===== config.mk =====
export PLATFORM = sky130hd
export DESIGN_NAME = mult_datapath
export DESIGN_NICKNAME = d
export VERILOG_FILES = /design/src/rtl/mult_pkg.sv /design/src/rtl/mult_step_counter.sv /design/src/rtl/mult_datapath.sv
export SDC_FILE = /design/constraint.sdc
export NUM_CORES = 1
export LEC_CHECK = 0
export CORE_MARGIN = 3
export CORE_UTILIZATION = 47
export DETAILED_ROUTE_END_ITERATION = 8
export PLACE_DENSITY = 0.82
export SLEW_MARGIN = 30
export SYNTH_ARGS = -nofsm -noshare
export SYNTH_HDL_FRONTEND = slang
export SYNTH_HIERARCHICAL = 1
export SYNTH_SLANG_ARGS = --single-unit

===== constraint.sdc =====
create_clock -name CLK -period 2.3 [get_ports CLK]
set_input_delay 0.46 -clock CLK [delete_from_list [all_inputs] [get_ports CLK]]
set_output_delay 0.46 -clock CLK [all_outputs]
set_load 0.01 [all_outputs]

===== src/rtl/mult_pkg.sv =====
// mult_pkg: shared width default, command encoding and counter sizing for the shift-add multiplier.
package mult_pkg;
   localparam int MULT_N = 4;
   typedef enum logic [1:0] {CMD_HOLD, CMD_LOAD, CMD_ADDSHIFT, CMD_SHIFT} cmd_t;
   function automatic int cnt_width(input int n);
      return $clog2(n) + 1;
   endfunction
   function automatic cmd_t decode_cmd(input logic load, input logic add_shift, input logic shift);
      return load ? CMD_LOAD : add_shift ? CMD_ADDSHIFT : shift ? CMD_SHIFT : CMD_HOLD;
   endfunction
endpackage


===== src/rtl/mult_step_counter.sv =====
// mult_step_counter: saturating step counter with clear, enable, terminal-count (tc) and saturation flags.
module mult_step_counter import mult_pkg::*; #(
   parameter int N = MULT_N,
   parameter int W = cnt_width(N)
) (
   input  logic clk,
   input  logic rst_n,
   input  logic clr,
   input  logic en,
   output logic tc,
   output logic sat
);
   logic [W-1:0] cnt;
   assign sat = cnt == W'(N);
   assign tc  = cnt == W'(N - 1);
   always_ff @(posedge clk or negedge rst_n)
      if (!rst_n) cnt <= '0;
      else if (clr) cnt <= '0;
      else if (en && !sat) cnt <= cnt + 1'b1;
endmodule


===== src/rtl/mult_datapath.sv =====
// mult_datapath: shift-add multiplier datapath (A, Q, B registers plus step counter).
// Define MULT_SIGNED_EN for two's-complement operands with arithmetic shift and honoured Cm.
module mult_datapath import mult_pkg::*; #(
   parameter int N = MULT_N
) (
   input  logic           CLK,
   input  logic           Reset,
   input  logic [N-1:0]   Mcand,
   input  logic [N-1:0]   Mplier,
   input  logic           Load,
   input  logic           AddRshift,
   input  logic           Rshift,
   input  logic           Cm,
   output logic           M,
   output logic           K,
   output logic [2*N-1:0] Product
);
   logic [N:0]   a, s, addend, acc;
   logic [N-1:0] q, b;
   logic         sat, top, shift_en;
   cmd_t         cmd;
   assign cmd = decode_cmd(Load, AddRshift, Rshift);
`ifdef MULT_SIGNED_EN
   assign addend = Cm ? -{b[N-1], b} : {b[N-1], b};
   assign top    = cmd == CMD_ADDSHIFT ? s[N] : a[N];
`else
   logic cm_unused;
   assign cm_unused = Cm;
   assign addend    = {1'b0, b};
   assign top       = 1'b0;
`endif
   assign s        = a + addend;
   assign acc      = cmd == CMD_ADDSHIFT ? s : a;
   assign shift_en = (cmd == CMD_ADDSHIFT || cmd == CMD_SHIFT) && !sat;
   // Once the counter saturates, further shifts are dropped so the product holds.
   always_ff @(posedge CLK or negedge Reset)
      if (!Reset) begin
         a <= '0;
         q <= '0;
         b <= '0;
      end else if (cmd == CMD_LOAD) begin
         a <= '0;
         q <= Mplier;
         b <= Mcand;
      end else if (shift_en) begin
         {a, q} <= {top, acc, q[N-1:1]};
      end
   mult_step_counter #(.N(N)) u_cnt (
      .clk   (CLK),
      .rst_n (Reset),
      .clr   (cmd == CMD_LOAD),
      .en    (shift_en),
      .tc    (K),
      .sat   (sat)
   );
   assign M       = q[0];
   assign Product = {a[N-1:0], q};
endmodule


==> results of run 1 <==
per-layer routing:
layer / track usage / wire length, microns / part of all wire
met3: 0.02041 / 86 / 0.050
met4: 0.06726 / 14 / 0.0082
met1: 0.1854 / 808 / 0.47
met5: 0 / 0 / 0
met2: 0.2435 / 809 / 0.47
stage by stage:
step	hold WS (ns)	total power, mW	cells
5_1_grt	0.5518	0.7081	141
3_5_place_dp	0.5091	0.5158	137
6_report	0.5324	0.6638	141
4_1_cts	0.5331	0.6708	141
3_3_place_gp	0.5119	0.5089	137
2_1_floorplan	0.1644	0.4342	92
Yosys cell counts:
| library cell | n |
|---|---|
| dfrtp_1 | 15 |
| nand2_1 | 9 |
| inv_1 | 8 |
| mux2i_1 | 8 |
| a21oi_1 | 7 |
| ha_1 | 7 |
| nor2_1 | 5 |
| o21ai_1 | 4 |
| mux2_2 | 3 |
| o21ai_0 | 3 |
| buf_2 | 2 |
| buf_4 | 2 |
| buf_6 | 2 |
| a21boi_2 | 1 |
| a21o_1 | 1 |
| and2_1 | 1 |
| and4bb_2 | 1 |
| fa_1 | 1 |
| nand2b_1 | 1 |
| nand3b_1 | 1 |
| nor2b_1 | 1 |
| nor2b_4 | 1 |
| nor3_2 | 1 |
| nor4b_1 | 1 |
| o211ai_1 | 1 |
| o21a_1 | 1 |
| o21bai_4 | 1 |
| or2b_1 | 1 |
| xnor2_1 | 1 |
| xor2_1 | 1 |
layout make-up:
| class | instances | area share |
|---|---|---|
| Clock buffer | 4 | 0.02178 |
| Inverter | 8 | 0.02490 |
| Multi-Input combinational cell | 63 | 0.4087 |
| Sequential cell | 15 | 0.3112 |
| Tap cell | 25 | 0.02593 |
| Timing Repair Buffer | 26 | 0.2075 |
critical path, stage by stage, from the launching register on:
cell and delay [ns]:
dfrtp_1 0.42, ha_1 0.21, ha_1 0.17, clkdlybuf4s50_1 0.47
sequential cells by signal, summed over array words and instances, names as in the netlist:
signal	cells
a	4
b	4
u_cnt/cnt	3
q	4
cell usage in the layout, fill, tap and decap left out, types with 4 or more instances in the layout:
master	count
buf_4	4
dfrtp_1	15
inv_1	8
ha_1	7
nand2_1	9
clkdlybuf4s50_1	22
o21ai_1	4
mux2i_1	8
nor2_1	5
a21oi_1	7
power groups by stage:
stage          clock [mW]  sequential (mW)  combinational (mW)
6_report            0.155            0.313               0.195
5_1_grt             0.173            0.318               0.217
4_1_cts             0.159            0.314               0.198
3_5_place_dp            0            0.319               0.197
3_3_place_gp            0            0.318               0.191
2_1_floorplan           0            0.322               0.112
how the worst min path moves through the flow:
| stage | endpoint | depth (start not counted) |
|---|---|---|
| 5_1_grt | b[3]$_DFFE_PN0P_ | 1 |
| 6_report | b[3]$_DFFE_PN0P_ | 1 |
| 4_1_cts | b[3]$_DFFE_PN0P_ | 1 |
| 3_3_place_gp | b[3]$_DFFE_PN0P_ | 1 |
| 3_5_place_dp | b[3]$_DFFE_PN0P_ | 1 |
| 2_1_floorplan | a[0]$_DFFE_PN0P_ | 0 |
kinds of logic (layout without fill, tap and decap cells):
| group | Yosys count | in the layout | share of synthesized area |
|---|---|---|---|
| simple gates | 23 | 23 | 0.1389 |
| compound gates | 19 | 19 | 0.1296 |
| flops | 15 | 15 | 0.3968 |
| buf+inv | 14 | 38 | 0.08201 |
| mux | 11 | 11 | 0.1204 |
| fa+ha+maj | 8 | 8 | 0.1138 |
| xor+xnor | 2 | 2 | 0.01852 |
==> metrics.md, run 1 <==
| Metric | Value |
|---|---|
| Outcome | finished, final reports clean |
| H-tree Lvls | 1 |
| Setup CP Type | flip-flop to primary output |
| Number of CTS-inserted buffers | 3 |
| GR Overflow Total | 0 |
| Peak VDD IR | 378.6 uV |
| Antenna-violating nets left | 0 |
| Syn Inst Count | 92 |
| # diodes | 0 |
| Worst-skew pair later-pin latency | 0.28 ns |
| Final-report hold violation count | 0 |
| Combined area of the multi-input logic cells | 493.0 sq um |
| Period minus WS final | 2.015 ns |
| Width of the die | 50.86 microns |
| Routability cong. | 0.7637 |
| Core ar. | 1821 sq um |
| DRT iter0 DRCs | 6 |
| FF-to-FF Start | u_cnt/cnt[0]$_DFFE_PN0P_ |
| Pre-antenna DRT Iters | 4 |
| Pre-CTS WS | 0.4001 ns |
| Die Area | 2587 sq um |
| Root buffer cell | clkbuf_4 |
| CTS tree | yes |
| Slew @ Worst Pin | 0.6665 ns |
| Largest net degree at the start of global routing | 16 |
| Clock network fraction of total power | 0.234 |
| Reg power frac | 0.472 |
| # clock sinks | 15 |
| FMAX | 0.4962 GHz |
| Post-Layout Inst Area | 1206 sq um |
| CP Max Fanout | 3 |
| Worst rel slew slack | 0.5543 |
| Routed length per placed instance | 12.18 microns |
| Synthesized net count | 114 |
| Register area share after synthesis | 0.3968 |
| Yosys top cell area share | 0.3968 |
| Worst Skew | 0.002319 ns |
| Worst reg2reg path endpoint | u_cnt/cnt[1]$_DFFE_PN0P_ |
| Synth cell types | 30 |
| Clock transition at path regs | 0.09 ns |
| Area post-placement | 1180 sq um |
| Layout area overhead | 27.51% |
| Setup crit start kind | flip-flop |
| Register area | 375.4 sq um |
| Final wirelength | 1.717 mm |
| Yosys reg bits | 15 |
| Layout cells sized above 1 | 0.1293 |
| Comb power frac | 0.294 |
| Final setup fails | 0 |
| Vias in the first global route | 672 |
| Hold Buf Count CTS | 0 |
| Initial core utilization | 0.5196 |
| Syn_area_per_cell | 10.28 sq um |
| Fin util | 0.6625 |
| WP data required | 1.84 ns |
| Max Root-Sink Buffers | 2 |
| DR DRC count | 0 |
| Routed via count | 711 |
| All-Layer GR Usage | 0.1454 |
| Largest cells by area after synthesis | dfrtp_1 40%, ha_1 9.3%, mux2i_1 8.5%, a21oi_1 3.7%, nand2_1 3.6% |
| Register-to-Register Path Depth | 8 |
| Row count | 15 |
| Worst Setup SP | u_cnt/cnt[0]$_DFFE_PN0P_ |
| Hold path startpoint | b[3]$_DFFE_PN0P_ |
| Max-Cap Viols | 0 |
| Final period utilization | 0.8763 |
| Final setup margin | 0.2845 ns |
| Final-stage net count | 139 |
| Net Sw Frac | 0.2969 |
| Num ports | 24 |
| Crit path DAT | 1.56 ns |
| R2R Setup Slk | 0.44 ns |
| HP Class | flip-flop to flip-flop |
| Cell Pwr Density | 550.3 nW/um^2 |
| Number of fillers in the final layout | 154 |
| RSZ-0062 raised after global routing | false |
| Yosys warns | 6 |
| Total Negative Setup Slacks | 0 ns |
| Post-detail-place hpwl | 1.363 mm |
| Number of I/O port buffers | 22 |
| Global-route wire length before repair | 2.835 mm |
| Initial antenna violation count | 0 |
| Synth Cell Area | 945.9 sq um |
| Number of vias per cell | 5.043 |
| CP endpoint kind | primary output |
| Leading area contributor after synthesis | dfrtp_1 |
| PostCTS Resize Cnt | 0 |
| P_int | 0.4667 mW |
| Lkg Pwr | 0.5329 nW |
| Crit path capture | K |
| Slew Limit Fails | 0 |
| Post-CTS setup repair buffer count | 0 |
| Die H | 50.86 microns |
| Psw | 0.1971 mW |
No activity file was read; power rests on OpenSTA's default activity.
==> inputs of run 2 (changes only) <==
--- a/config.mk
+++ b/config.mk
@@ -5,11 +5,12 @@
 export SDC_FILE = /design/constraint.sdc
 export NUM_CORES = 1
 export LEC_CHECK = 0
+export ABC_AREA = 0
 export CORE_MARGIN = 3
-export CORE_UTILIZATION = 47
+export CORE_UTILIZATION = 50
+export CTS_BUF_LIST = sky130_fd_sc_hd__clkbuf_4 sky130_fd_sc_hd__clkbuf_8
 export DETAILED_ROUTE_END_ITERATION = 8
-export PLACE_DENSITY = 0.82
-export SLEW_MARGIN = 30
+export PLACE_DENSITY = 0.86
 export SYNTH_ARGS = -nofsm -noshare
 export SYNTH_HDL_FRONTEND = slang
 export SYNTH_HIERARCHICAL = 1
==> metrics.md, run 2 (synthesis gave the netlist of run 1 again) <==
| Metric | Value |
|---|---|
| Outcome | finished, final reports clean (unchanged) |
| Layout cells sized above 1 | 0.1379 (was 0.1293) |
| Antenna-violating nets left | 0 (unchanged) |
| Setup crit start kind | flip-flop (unchanged) |
| Comb power frac | 0.291 (was 0.294) |
| Initial antenna violation count | 0 (unchanged) |
| Biggest regs | a: 4 flops, b: 4 flops, q: 4 flops (unchanged) |
| CP endpoint kind | primary output (unchanged) |
| Fin util | 0.6858 (was 0.6625) |
| DR DRC count | 0 (unchanged) |
| Net Sw Frac | 0.2954 (was 0.2969) |
| CTS tree | yes (unchanged) |
| Pre-antenna DRT Iters | 4 (unchanged) |
| H-tree Lvls | 1 (unchanged) |
| Largest net degree at the start of global routing | 16 (unchanged) |
| Post-detail-place hpwl | 1.475 mm (was 1.363 mm) |
| Final-stage net count | 139 (unchanged) |
| Initial core utilization | 0.5362 (was 0.5196) |
| Period minus WS final | 2.013 ns (was 2.015 ns) |
| PostCTS Resize Cnt | 0 (unchanged) |
| Final wirelength | 1.862 mm (was 1.717 mm) |
| Delay-heaviest family, CP | buffers and inverters (unchanged) |
| Die H | 49.50 microns (was 50.86 microns) |
| CP Max Fanout | 3 (unchanged) |
| FMAX | 0.4968 GHz (was 0.4962 GHz) |
| Peak VDD IR | 411.2 uV (was 378.6 uV) |
| Setup CP Type | flip-flop to primary output (unchanged) |
| Row count | 15 (unchanged) |
| Die Area | 2450 sq um (was 2587 sq um) |
| Slew Limit Fails | 0 (unchanged) |
| Worst rel slew slack | 0.5612 (was 0.5543) |
| Num ports | 24 (unchanged) |
| RSZ-0062 raised after global routing | false (unchanged) |
| DRT iter0 DRCs | 5 (was 6) |
| Slowest CP cell | clkdlybuf4s50_1 (unchanged) |
| Clock network fraction of total power | 0.246 (was 0.234) |
| Number of vias per cell | 5.057 (was 5.043) |
| Register-to-Register Path Depth | 8 (unchanged) |
| Most frequent cells in the layout | 22 x clkdlybuf4s50_1, 15 x dfrtp_1, 9 x nand2_1 (unchanged) |
| Final period utilization | 0.8752 (was 0.8763) |
| Crit. path cell count | 3 (unchanged) |
| Post-Layout Inst Area | 1210 sq um (was 1206 sq um) |
| Lkg Pwr | 0.5363 nW (was 0.5329 nW) |
| # clock sinks | 15 (unchanged) |
| Worst path bufs/invs | 1 (unchanged) |
| CP cell instances | ha_1, ha_1, clkdlybuf4s50_1 (unchanged) |
| HP Class | flip-flop to flip-flop (unchanged) |
| Width of the die | 49.50 microns (was 50.86 microns) |
| Reg power frac | 0.463 (was 0.472) |
| Psw | 0.2007 mW (was 0.1971 mW) |
| Clock transition at path regs | 0.09 ns (about the same) |
| Worst-skew pair later-pin latency | 0.29 ns (was 0.28 ns) |
| Layout area overhead | 27.91% (was 27.51%) |
| Final setup fails | 0 (unchanged) |
| Final-report hold violation count | 0 (unchanged) |
| WP data required | 1.84 ns (about the same) |
| Total Negative Setup Slacks | 0 ns (unchanged) |
| Vias in the first global route | 807 (was 672) |
| Register area | 375.4 sq um (unchanged) |
| Crit path DAT | 1.55 ns (was 1.56 ns) |
| Routed via count | 713 (was 711) |
| # diodes | 0 (unchanged) |
| Hold path cells | 1 (unchanged) |
| Area post-placement | 1180 sq um (unchanged) |
| Post-CTS setup repair buffer count | 0 (unchanged) |
| Core ar. | 1764 sq um (was 1821 sq um) |
| Combined area of the multi-input logic cells | 493.0 sq um (unchanged) |
| Cell Pwr Density | 561.5 nW/um^2 (was 550.3 nW/um^2) |
| Number of fillers in the final layout | 154 (unchanged) |
| Routability cong. | 0.8348 (was 0.7637) |
| CP dominant cell by count | ha_1 (unchanged) |
| Slowest cell delay on critical path | 0.47 ns (about the same) |
| Number of CTS-inserted buffers | 3 (unchanged) |
| Most common cell after layout, fill and taps aside | clkdlybuf4s50_1 (unchanged) |
| Slew @ Worst Pin | 0.6561 ns (was 0.6665 ns) |
| All-Layer GR Usage | 0.1808 (was 0.1454) |
| Root buffer cell | clkbuf_4 (unchanged) |
| Routed length per placed instance | 13.21 microns (was 12.18 microns) |
| Max Root-Sink Buffers | 2 (unchanged) |
| Hold Buf Count CTS | 0 (unchanged) |
| Global-route wire length before repair | 3.408 mm (was 2.835 mm) |
| Number of I/O port buffers | 22 (unchanged) |
| Max-Cap Viols | 0 (unchanged) |
| P_int | 0.4787 mW (was 0.4667 mW) |
| GR Overflow Total | 0 (unchanged) |
| Worst Skew | 0.005065 ns (was 0.002319 ns) |
[run 2: worst paths after layout]
| kind | start | end | slack [ns] |
|---|---|---|---|
| max reg2reg | u_cnt/cnt[0]$_DFFE_PN0P_ | u_cnt/cnt[1]$_DFFE_PN0P_ | 0.37 |
| max | u_cnt/cnt[0]$_DFFE_PN0P_ | K | 0.29 |
| min reg2reg | b[0]$_DFFE_PN0P_ | b[0]$_DFFE_PN0P_ | 0.53 |
| min | b[0]$_DFFE_PN0P_ | b[0]$_DFFE_PN0P_ | 0.53 |
| min in group asynchronous | Reset | a[2]$_DFFE_PN0P_ | 0.57 |
| max in group asynchronous | Reset | q[3]$_DFFE_PN0P_ | 1.31 |
[run 2: metal layers]
| metal | global-route usage | vias up | part of all wire |
|---|---|---|---|
| met4 | 0.1106 | 0 | 0.031 |
| met1 | 0.2088 | 333 | 0.41 |
| li1 | - | 355 | - |
| met2 | 0.3080 | 19 | 0.52 |
| met3 | 0.03323 | 6 | 0.044 |
| met5 | 0 | - | 0 |
[run 2: worst reg2reg max path: cells and delay by family, from the launching register on]
kind                     cells  cell delay [ns]
AND/OR/NAND/NOR              3             0.46
flip-flops                   1             0.40
adder cells (fa/ha/maj)      1             0.23
multiplexers                 1             0.22
AO/OA/AOI/OAI                2             0.46
buffers and inverters        1             0.06
[run 2: layout make-up]
class                           instances  area share
Timing Repair Buffer                   26      0.2068
Sequential cell                        15      0.3102
Clock buffer                            4     0.02482
Inverter                                8     0.02482
Multi-Input combinational cell         63      0.4074
Tap cell                               25     0.02585
[run 2: per-stage QoR]
stage / instances / power, mW / hold WS [ns] / setup WS, ns
after CTS: 141 / 0.6829 / 0.5308 / 0.2832
after floorplan: 92 / 0.4342 / 0.1644 / 0.5018
final: 141 / 0.6794 / 0.5267 / 0.2869
after global routing: 141 / 0.7269 / 0.5526 / 0.2218
after detailed placement: 137 / 0.5196 / 0.5106 / 0.3549
after global placement: 137 / 0.5080 / 0.5028 / 0.4537
[run 2: power by group through the flow]
stage	logic, mW	clock network, mW	registers (mW)
global route	0.221	0.187	0.318
global placement	0.190	0	0.318
finish	0.198	0.167	0.314
CTS	0.200	0.168	0.315
floorplan	0.112	0	0.322
detailed placement	0.200	0	0.320
==> inputs of run 3 (changes only) <==
--- a/config.mk
+++ b/config.mk
@@ -9,7 +9,9 @@
 export CORE_MARGIN = 3
 export CORE_UTILIZATION = 50
 export CTS_BUF_LIST = sky130_fd_sc_hd__clkbuf_4 sky130_fd_sc_hd__clkbuf_8
+export CTS_CLUSTER_DIAMETER = 40
 export DETAILED_ROUTE_END_ITERATION = 8
+export GPL_ROUTABILITY_DRIVEN = 0
 export PLACE_DENSITY = 0.86
 export SYNTH_ARGS = -nofsm -noshare
 export SYNTH_HDL_FRONTEND = slang
==> results of run 3 <==
Final layout, timing and power as in run 2 (identical DEF).
==> patch 1, RTL diff (flow settings as in run 2) <==
The option `MULT_SIGNED_EN` is turned on by a define.
--- a/src/rtl/mult_datapath.sv
+++ b/src/rtl/mult_datapath.sv
@@ -1,4 +1,6 @@
 // mult_datapath: shift-add multiplier datapath (A, Q, B registers plus step counter).
 // Define MULT_SIGNED_EN for two's-complement operands with arithmetic shift and honoured Cm.
+`define MULT_SIGNED_EN
+
 module mult_datapath import mult_pkg::*; #(
    parameter int N = MULT_N
Check against the original RTL: not equivalent (Yosys sat finds a counterexample within 4 cycles, from zero or initial values and one cycle with Reset low).
==> patch 1 against run 2 <==
Routed wire length rose by 22%; area after synthesis increased by 19%; via count is 23% higher; die area grew 16%; sequential cell count grew 1; final area grew 18%; worst setup slack worse by 0.16 ns; utilization is 1.3 points higher; count of clock-buffer cells in the layout down 1; non-clock buffer count grew 6; largest cell class unchanged.
Power is not compared: it rests on default switching activity, and its combinational part moved more than twofold at a synthesized area within 25%.
==> patch 1: results (changes against run 2) <==
min-delay worst type register to register; fraction of the mapped netlist area in compound gates 16.5% (+3.5 points); root buffer selected by CTS sky130_fd_sc_hd__clkbuf_4; fraction of met3 tracks used by global routing 3.94% (+0.62 points); routed length on met2 1210 um (+26%); Critical Path Max Stage Delay 0.39 ns (-0.08 ns); average detailed-routed wire length per instance 13.5 um (+2.0%); final design instance area without fill 1430 sq um (+18%); number of distinct library cells after synthesis 31 (+3.3%); worst vdd ir 0.557 mV; Post-Synth XOR/XNOR Area 5.46% (+3.6 points); input/output buffers 23 (+4.5%); clock input transition at the sequential cells of the worst setup and hold paths 0.09 ns (about the same); sequential share of the synthesized area 35.7% (-4.0 points); peak fanout along the critical path 3 (unchanged); pin count of the biggest net entering global routing 17 (+1); global-route wire length before repair 3710 um (+8.9%); switching part of the total power 34.7%; worst endpoint data arrival time 2.34 ns (+0.79 ns); Routed WL 2260 um (+22%); number of detailed-route iterations in the first pass 4 (unchanged); WL met1 925 um (+21%); routed wl met3 85 um (+4.9%); Nets 169 (+22%); post-placement setup slack -0.232 ns (-0.587 ns); met2 usage in global routing 33.7% (+2.9 points); mux contribution to synthesized area 8.47% (-3.6 points); residual antenna-violating net count after detailed routing 0 (unchanged); number of fillers in the final layout 175 (+14%); Vias 877 (+23%); Synth Area in Adders 14.0% (+2.7 points); number of global-route vias before repair 927 (+15%); DR top layer met4; Max clock buf depth 2 (unchanged); gr usage total 18.6% (+0.54 points); status finished, final reports clean; most instantiated cells after synthesis 16 x sky130_fd_sc_hd__dfrtp_1, 11 x sky130_fd_sc_hd__ha_1, 11 x sky130_fd_sc_hd__inv_1, 10 x sky130_fd_sc_hd__o21ai_0, 7 x sky130_fd_sc_hd__nand2_1; HPWL after detailed placement 1880 um (+27%); Synthesized Nets 140 (+23%); ant diodes 0 (unchanged); static power due to leakage 0.000672 uW; initial drt markers 24 (+19); most area-consuming cells after synthesis sky130_fd_sc_hd__dfrtp_1 36%, sky130_fd_sc_hd__ha_1 12%, sky130_fd_sc_hd__xnor2_1 4.7%; placed instance area 1400 sq um (+19%); Worst Clk Skew 0.00157 ns (-0.00350 ns); last weighted congestion value of the routability-driven placer 0.762 (-8.7%); slew margin rel. 52.6% (-3.5 points); clk_lat worst skew 0.28 ns; share of flip-flops with an asynchronous set or reset 100% (unchanged); met1 GRT Util 19.8% (-1.1 points); Top Registers a x5, b x4, q x4; Max stage delay cell, worst path sky130_fd_sc_hd__dfrtp_1; fraction of final layout cells sized beyond drive strength 1 15.6% (+1.8 points); per-instance average area after synthesis 9.84 sq um (-4.2%); H-tree level count 1 (unchanged)
==> patch 1: logic make-up after synthesis <==
group                    after synthesis
AO/OA/AOI/OAI                         27
AND/OR/NAND/NOR                       24
buffers and inverters                 19
flip-flops                            16
adder cells (fa/ha/maj)               12
multiplexers                           9
XOR/XNOR                               7
==> patch 1: worst paths after layout <==
kind	endpoint	slack [ns]	start	depth (start not counted)
setup / recovery	a[2]	0.13	b[1]	10
min in group asynchronous	b[3]	0.60	Reset	1
max in group asynchronous	a[1]	1.25	Reset	1
hold reg to reg	q[3]	0.56	q[3]	2
setup reg to reg	a[2]	0.13	b[1]	10
hold / removal	q[3]	0.56	q[3]	2
==> patch 1: power by group through the flow <==
stage	Clock [uW]	Combinational, uW	Sequential [uW]
2_1_floorplan	0	318	392
3_3_place_gp	0	447	398
3_5_place_dp	0	470	405
4_1_cts	145	473	398
5_1_grt	160	522	407
6_report	140	476	400
==> patch 1: layout make-up <==
class | count | share of cell area (%)
Multi-Input combinational cell | 79 | 44.3
Inverter | 11 | 2.89
Clock buffer | 3 | 1.58
Tap cell | 27 | 2.37
Sequential cell | 16 | 28.0
Timing Repair Buffer | 32 | 20.9
==> patch 1: worst max-delay path, delay by kind of cell (launching register included) <==
| kind | cells | cell delay [ns] |
|---|---|---|
| buffers and inverters | 1 | 0.10 |
| DFF | 1 | 0.39 |
| AOI/OAI and AO/OA | 4 | 0.63 |
| muxes | 1 | 0.26 |
| adders and majority gates | 2 | 0.54 |
| xor gates and xnor gates | 1 | 0.08 |
| and+or+nand+nor | 1 | 0.07 |
==> patch 1: timing repair <==
action,in CTS,in global routing
setup endpoints to repair,0,3
buffers inserted,0,0
gates resized for setup,0,2
==> patch 2, RTL diff (settings of run 2) <==
Without the edit above. Register the output `K`; this adds one clock of latency there. The other outputs are not delayed to match.
--- a/src/rtl/mult_datapath.sv
+++ b/src/rtl/mult_datapath.sv
@@ -16,4 +16,6 @@
    output logic [2*N-1:0] Product
 );
+
+   logic K_d;
    logic [N:0]   a, s, addend, acc;
    logic [N-1:0] q, b;
@@ -51,9 +53,13 @@
       .clr   (cmd == CMD_LOAD),
       .en    (shift_en),
-      .tc    (K),
+      .tc    (K_d),
       .sat   (sat)
    );
    assign M       = q[0];
    assign Product = {a[N-1:0], q};
+   always_ff @(posedge CLK) begin
+       K <= K_d;
+   end
+
 endmodule
 
Function: changed (Yosys sat finds a counterexample within 4 cycles, from zero or initial values and one cycle with Reset low).
==> patch 2 against run 2 <==
Worst setup slack improved by 0.14 ns; area after synthesis up 2.1%; critical path type is now register to register; sequential cell count grew 1; routed wire length increased by 2.0%; sequential power grew 5%; total power is 4.9% higher; final area up 1.6%; combinational power hardly changed; sequential share of layout area up 1.2 points.
==> patch 2: results (changes against run 2) <==
status finished, final reports clean; per-instance average area after synthesis 10.4 sq um (+1.0%); total number of multi-input combinational cells 63 (unchanged); HPWL after detailed placement 1470 um (-0.34%); Max clock buf depth 2 (unchanged); met2 usage in global routing 29.1% (-1.7 points); Critical Path Max Stage Delay 0.40 ns (-0.07 ns); Synth Area in Adders 11.1% (-0.24 points); most instantiated cells after synthesis 15 x sky130_fd_sc_hd__dfrtp_1, 9 x sky130_fd_sc_hd__nand2_1, 8 x sky130_fd_sc_hd__inv_1, 8 x sky130_fd_sc_hd__mux2i_1; global-route wire length before repair 3280 um (-3.8%); Inst Count DP 137 (unchanged); routed wl met3 37 um (-54%); NonClk Buf Share 19.8% (-0.93 points); WL met1 834 um (+9.2%); initial drt markers 7 (+2); ant diodes 0 (unchanged); sequential share of the synthesized area 40.9% (+1.3 points); number of distinct library cells after synthesis 31 (+3.3%); fraction of met3 tracks used by global routing 2.72% (-0.60 points); routed length on met2 993 um (+3.5%); mux contribution to synthesized area 11.8% (-0.25 points); number of fillers in the final layout 144 (-6.5%); transition at the pin with the smallest max-transition slack 0.716 ns (+0.0595 ns); min-delay worst type register to register; share of flip-flops with an asynchronous set or reset 93.8% (-6.3 points); vias per cell 5.02 (-0.70%); number of hold-repair buffers added at the cts stage 0 (unchanged); Routed WL 1900 um (+2.0%); fraction of the mapped netlist area in compound gates 12.7% (-0.27 points); hold path startpoint b[3]; Worst Reg-to-Reg Cells 8 (unchanged); Top Registers a x4, b x4, q x4; worst vdd ir 0.484 mV (+18%); placed instance area 1190 sq um (+1.1%); H-tree level count 1 (unchanged); fraction of final layout cells sized beyond drive strength 1 12.9% (-0.86 points); layout overhead on the synthesized area 27.2%; static power due to leakage 0.000542 uW (+1.1%); number of global-route vias before repair 717 (-11%); clock network area share 2.95% (+0.47 points); peak fanout along the critical path 6 (+3); most area-consuming cells after synthesis sky130_fd_sc_hd__dfrtp_1 39%, sky130_fd_sc_hd__ha_1 9.1%, sky130_fd_sc_hd__mux2i_1 8.3%; Vias 708 (-0.70%); Max stage delay cell, worst path sky130_fd_sc_hd__dfrtp_1; number of detailed-route iterations in the first pass 4 (unchanged); DR top layer met4; met1 GRT Util 21.3% (+0.45 points); gr usage total 17.1% (-1.0 points); number of antenna violations at the first check in global routing 0 (unchanged); count of clock buffers in the final design 4 (unchanged); combined flip-flop and latch cell area 395 sq um (+5.3%); Non-clk bufs 25 (-3.8%); number of flip-flops and latches 16 (+1); last weighted congestion value of the routability-driven placer 0.840 (+0.67%); Worst Clk Skew 0.00197 ns (-0.00309 ns); Post-Synth XOR/XNOR Area 1.81% (-0.038 points); Synthesized Nets 115 (+0.88%); worst endpoint data arrival time 2.04 ns (+0.49 ns); post-placement setup slack 0.397 ns (+0.0419 ns)
-- patch 2: worst paths after layout --
path / end / slack, ns
worst max-delay path: u_cnt/cnt[1] / 0.43
worst min-delay path: b[3] / 0.53
worst max register to register: u_cnt/cnt[1] / 0.43
worst min register to register: b[3] / 0.53
max in group asynchronous: b[2] / 1.25
min in group asynchronous: b[1] / 0.60
-- patch 2: report_power, final --
part | leakage, uW | switching [uW] | internal, uW
registers | 0.000199 | 23.6 | 307
clock network | 0.0000210 | 88.2 | 96.2
logic | 0.000322 | 88.5 | 109
total | 0.000542 | 200 | 513
-- patch 2: worst max-delay path: cells and delay by family, from the launching register on --
| family | cells | cell delay (ns) |
|---|---|---|
| compound gates | 2 | 0.45 |
| fa+ha+maj | 1 | 0.23 |
| buf+inv | 1 | 0.06 |
| flops | 1 | 0.40 |
| mux | 1 | 0.20 |
| simple gates | 3 | 0.44 |
